[src/rtl/dev_arb_pkg.sv]
// Shared types and widths for the device arbiter slice.
package dev_arb_pkg;

  localparam int ADDR_W = 19;
  localparam int DATA_W = 16;

  typedef enum logic [1:0] {
    ST_IDLE = 2'd0,
    ST_WAKE = 2'd1,
    ST_XFER = 2'd2
  } state_t;

endpackage

[src/rtl/dev_arbiter_rr_arbiter.sv]
// Combinational round-robin picker: first set request at or after ptr_i wins.
module rr_arbiter #(
  parameter int N     = 4,
  parameter int PTR_W = (N > 1) ? $clog2(N) : 1
) (
  input  logic [N-1:0]     req_i,
  input  logic [PTR_W-1:0] ptr_i,
  output logic [N-1:0]     grant_o
);

  localparam logic [PTR_W-1:0] LAST = PTR_W'(N - 1);

  logic             found;
  logic [PTR_W-1:0] idx;

  // NOTE: every variable written here gets a default first so no latch is inferred.
  always_comb begin
    grant_o = '0;
    found   = 1'b0;
    idx     = ptr_i;
    for (int i = 0; i < N; i++) begin
      if (!found && req_i[idx]) begin
        grant_o[idx] = 1'b1;
        found        = 1'b1;
      end
      idx = (idx == LAST) ? '0 : idx + 1'b1;
    end
  end

endmodule

[src/rtl/dev_arbiter.sv]
// Arbitrates NUM_REQ requesters onto one device port, waking the device first
// when it reports sleep mode.
module dev_arbiter
  import dev_arb_pkg::*;
#(
  parameter int NUM_REQ      = 4,
  parameter int WAKE_TIMEOUT = 16
) (
  input  logic                             clk,
  input  logic                             reset,
  input  logic [NUM_REQ-1:0]               req_valid_i,
  input  logic [NUM_REQ-1:0][ADDR_W-1:0]   req_addr_i,
  input  logic [NUM_REQ-1:0][DATA_W-1:0]   req_data_i,
  output logic [NUM_REQ-1:0]               req_ready_o,
  output logic                             dev_valid_o,
  output logic [ADDR_W-1:0]                dev_addr_o,
  output logic [DATA_W-1:0]                dev_data_o,
  input  logic                             dev_ready_i,
  input  logic                             dev_opmode_i,
  output logic                             dev_wake_o,
  output logic                             wake_err_o
);

  localparam int PTR_W = (NUM_REQ > 1) ? $clog2(NUM_REQ) : 1;
  localparam int CNT_W = (WAKE_TIMEOUT > 1) ? $clog2(WAKE_TIMEOUT) : 1;
  localparam logic [PTR_W-1:0] PTR_LAST = PTR_W'(NUM_REQ - 1);
  localparam logic [CNT_W-1:0] CNT_LAST = CNT_W'(WAKE_TIMEOUT - 1);

  state_t             state_q, state_d;
  logic [PTR_W-1:0]   rr_ptr_q, rr_ptr_d;
  logic [CNT_W-1:0]   wake_cnt_q, wake_cnt_d;
  logic [PTR_W-1:0]   winner_q, winner_idx;
  logic [ADDR_W-1:0]  addr_q;
  logic [DATA_W-1:0]  data_q;
  logic               wake_err_q, err_set;
  logic [NUM_REQ-1:0] grant;
  logic               accept;

  rr_arbiter #(.N(NUM_REQ), .PTR_W(PTR_W)) u_rr_arbiter (
    .req_i   (req_valid_i),
    .ptr_i   (rr_ptr_q),
    .grant_o (grant)
  );

  assign accept = (state_q == ST_IDLE) && (|req_valid_i) && dev_opmode_i;

  always_comb begin
    winner_idx = '0;
    for (int i = 0; i < NUM_REQ; i++) begin
      if (grant[i]) winner_idx = PTR_W'(i);
    end
  end

  // NOTE: sequential state uses non-blocking assignments so all flops update together.
  always_ff @(posedge clk or posedge reset) begin
    if (reset) begin
      state_q    <= ST_IDLE;
      rr_ptr_q   <= '0;
      wake_cnt_q <= '0;
    end else begin
      state_q    <= state_d;
      rr_ptr_q   <= rr_ptr_d;
      wake_cnt_q <= wake_cnt_d;
    end
  end

  always_comb begin
    state_d    = state_q;
    rr_ptr_d   = rr_ptr_q;
    wake_cnt_d = wake_cnt_q;
    err_set    = 1'b0;
    case (state_q)
      ST_IDLE: begin
        if (|req_valid_i) state_d = dev_opmode_i ? ST_XFER : ST_WAKE;
      end
      ST_WAKE: begin
        if (dev_opmode_i) begin
          state_d    = ST_IDLE;
          wake_cnt_d = '0;
        end else if (wake_cnt_q == CNT_LAST) begin
          state_d    = ST_IDLE;
          wake_cnt_d = '0;
          err_set    = 1'b1;
        end else begin
          wake_cnt_d = wake_cnt_q + 1'b1;
        end
      end
      ST_XFER: begin
        if (dev_ready_i) begin
          state_d  = ST_IDLE;
          rr_ptr_d = (winner_q == PTR_LAST) ? '0 : winner_q + 1'b1;
        end
      end
      default: state_d = ST_IDLE;
    endcase
  end

  // Accept pulse is combinational, so it is held off while reset is asserted.
  always_comb begin
    dev_valid_o = (state_q == ST_XFER);
    dev_wake_o  = (state_q == ST_WAKE);
    req_ready_o = (accept && !reset) ? grant : '0;
  end

  always_ff @(posedge clk or posedge reset) begin
    if (reset) begin
      addr_q     <= '0;
      data_q     <= '0;
      winner_q   <= '0;
      wake_err_q <= 1'b0;
    end else begin
      if (accept) begin
        addr_q   <= req_addr_i[winner_idx];
        data_q   <= req_data_i[winner_idx];
        winner_q <= winner_idx;
      end
      if (err_set) wake_err_q <= 1'b1;
    end
  end

  assign dev_addr_o = addr_q;
  assign dev_data_o = data_q;
  assign wake_err_o = wake_err_q;

endmodule

[config.mk]
export PLATFORM = sky130hd
export DESIGN_NAME = dev_arbiter
export DESIGN_NICKNAME = d
export VERILOG_FILES = /design/src/rtl/dev_arb_pkg.sv /design/src/rtl/dev_arbiter_rr_arbiter.sv /design/src/rtl/dev_arbiter.sv
export SDC_FILE = /design/constraint.sdc
export NUM_CORES = 1
export LEC_CHECK = 0
export CAP_MARGIN = 30
export CORE_UTILIZATION = 41
export CTS_CLUSTER_DIAMETER = 150
export DETAILED_ROUTE_END_ITERATION = 8
export MAX_ROUTING_LAYER = met4
export PLACE_DENSITY = 0.81
export SYNTH_ARGS = -nofsm -noshare
export SYNTH_HDL_FRONTEND = slang
export SYNTH_SLANG_ARGS = --single-unit
[constraint.sdc]
create_clock -name clk -period 3.9 [get_ports clk]
set_clock_uncertainty 0.1 [all_clocks]
set_input_delay 0.39 -clock clk [delete_from_list [all_inputs] [get_ports clk]]
set_output_delay 0.39 -clock clk [all_outputs]
set_load 0.005 [all_outputs]
==> flow_summary.json <==
{
  "dp.cells": 663,
  "dieArea_um2": 9720,
  "overflow": 0,
  "routedWlPerCell_um": 19.5,
  "synth_top_cells_by_area": "dfrtp_1, a211oi_2, o31ai_2",
  "numCtsBuffers": 5,
  "status": "completed",
  "drt_iter0_drc": 114,
  "cts_sinks": 46,
  "hold_path.class": "reg2reg",
  "endpoint_kind": "output port",
  "postRouteAntennaNets": 0,
  "rsz0062_at_grt": "false",
  "crit_arrival_ps": 3220,
  "critPathLaunchType": "flip-flop",
  "path_max_fanout": 36,
  "grt_first_pass_wirelength_mm": 20.3,
  "synth.top_cells.by_count": "dfrtp_1, nand2_1, nor2_1",
  "tritoncts": "built",
  "synth_top_cell_area_share_pct": 30.1,
  "clk_latency_ps": 310,
  "antenna_found_initial": 0,
  "finalNetCount": 719,
  "ir_drop_uv": 541,
  "synth.distinct_cells": 54,
  "fmax_ghz": 0.270,
  "cp.required_ps": 3410,
  "drive_above_1_share_pct": 17.8,
  "core_um2": 8890,
  "critical_path_class": "reg2out",
  "syn-cell-area_um2": 3830,
  "die_y_um": 98.6,
  "setup_tns_ps": 0,
  "finalSetupViolCount": 0,
  "post_cts_buffers": 0,
  "slew_viol_final": 0,
  "fin_cells": 671,
  "finalPower_mw": 4.13,
  "slew_headroom_pct": 54.8,
  "holdBufCountCts": 0,
  "vias_per_cell": 5.97,
  "synthFlopType": "dfrtp_1",
  "p_per_area_nw_per_um2": 709,
  "synthArstFlopShare_pct": 100,
  "fill_cells": 723,
  "synth_edf_count": 0,
  "num_io_pins": 190,
  "clk_pin_slew_worst_paths_ps": 90,
  "routed_wl_mm": 13.1,
  "start_util_pct": 43.0,
  "synth_top_area_cell": "dfrtp_1",
  "synth-seq-cells": 46,
  "vias": 4004,
  "r2r_slack_ps": 490,
  "leakage_nw": 2.21,
  "max-cap-violations": 0,
  "hpwl_mm": 9.17,
  "synth_seq_area_share_pct": 30.1,
  "ys_warn_count": 0,
  "cts_resized": 0,
  "htree_levels": 2,
  "clockBufferDepth": 2,
  "gp_congestion": 0.834,
  "syn_avg_cell_area_um2": 9.76,
  "track_usage_pct": 27.5,
  "area_growth_pct": 52.2,
  "rows": 34,
  "n_antenna_cell": 0,
  "finalCritPeriodShare_pct": 95.1,
  "chipWidth_um": 98.6,
  "port_buffers": 189,
  "syn_inst": 392,
  "hold_viol": 0,
  "grt_max_degree": 47,
  "synth_fp_nets": 549,
  "remaining_drc_errors": 0,
  "post-route-min-period_ps": 3710,
  "grt_pass1_vias": 4146,
  "cts-root-buf": "clkbuf_8",
  "worst-slew-pin-transition_ps": 661,
  "dr.pass1.iters": 4
}
==> area by class of cell <==
class                   count  area, um2  area share, %
multi-input cells         299       2410           41.3
clock inverters             3       40.0          0.687
flip-flops and latches     46       1150           19.8
clock buffers               5       68.8           1.18
inverters                   7       26.3          0.451
well taps                 108        135           2.32
repair buffers            203       2000           34.3
==> through the flow <==
stage | setup WS (ps) | hold WS, ps | utilization, % | cell area, um2
6_report | 190 | 383 | 65.5 | 5820
5_1_grt | 35.6 | 413 | 65.5 | 5820
4_1_cts | 168 | 388 | 65.5 | 5820
3_5_place_dp | 364 | 371 | 64.3 | 5720
3_3_place_gp | 417 | 357 | 64.3 | 5720
2_1_floorplan | 1060 | 346 | - | 3830
==> cells by family (layout without fill, tap and decap cells) <==
family / after synthesis / after routing / synth area share [%]
and+or+nand+nor: 148 / 148 / 21.3
adders and majority gates: 9 / 9 / 2.94
buffers and inverters: 47 / 218 / 7.65
muxes: 8 / 8 / 3.04
AOI/OAI and AO/OA: 134 / 134 / 35.0
DFF: 46 / 46 / 30.1
==> flip-flops by register name (all words and copies together) (netlist names) <==
signal and flops:
wake_err_o 1, winner_q 2, dev_addr_o 19, state_q 2
dev_data_o 16, rr_ptr_q 2, wake_cnt_q 4
==> routing by layer <==
metal	wire, um	vias up	share of wire [%]	global-route usage, %
met3	810	31	6.2	4.26
met5	0	-	0	-
li1	-	1851	-	-
met1	5320	1938	41	30.9
met4	342	0	2.6	10.4
met2	6630	184	51	49.1
==> where the power goes <==
group	switching, mW	internal [mW]
registers	0.145	0.702
clock network	0.181	0.189
logic	1.50	1.41
==> layout by cell type (no fill, tap or decap), types with 2 or more instances in the layout <==
master             n
o21ai_0            8
and4_2             5
o31ai_1            8
a2bb2oi_1         35
nor2b_1            2
nand2b_1           4
nand4_1            2
a21oi_1            3
buf_4             14
clkinv_2           2
inv_1              6
ha_1               9
nor2_1            41
a31oi_1            2
o31ai_2           28
and4_1            30
clkbuf_8           5
dfrtp_1           46
clkdlybuf4s50_1  189
mux2i_1            3
a211oi_1           8
mux2_2             2
nand2_1           46
nor3_1             4
a211oi_2          29
==> critical path: stages (launching register included) <==
cell             delay, ps
dfrtp_1                480
inv_1                  170
ha_1                   370
o21bai_1               150
or4_4                  450
a211o_4                500
nand3_4                140
and3_1                 160
clkdlybuf4s50_1        500
==> worst paths after layout <==
check | startpoint | endpoint | depth (start not counted)
setup / recovery | rr_ptr_q[0]$_DFFE_PP0P_ | req_ready_o[1] | 8
hold / removal | wake_err_o$_DFFE_PP0P_ | wake_err_o$_DFFE_PP0P_ | 1
setup reg to reg | rr_ptr_q[0]$_DFFE_PP0P_ | dev_data_o[4]$_DFFE_PP0P_ | 8
hold reg to reg | wake_err_o$_DFFE_PP0P_ | wake_err_o$_DFFE_PP0P_ | 1
max in group asynchronous | reset | dev_addr_o[4]$_DFFE_PP0P_ | 3
min in group asynchronous | reset | dev_data_o[4]$_DFFE_PP0P_ | 3
(Power assumes the default switching activity.)
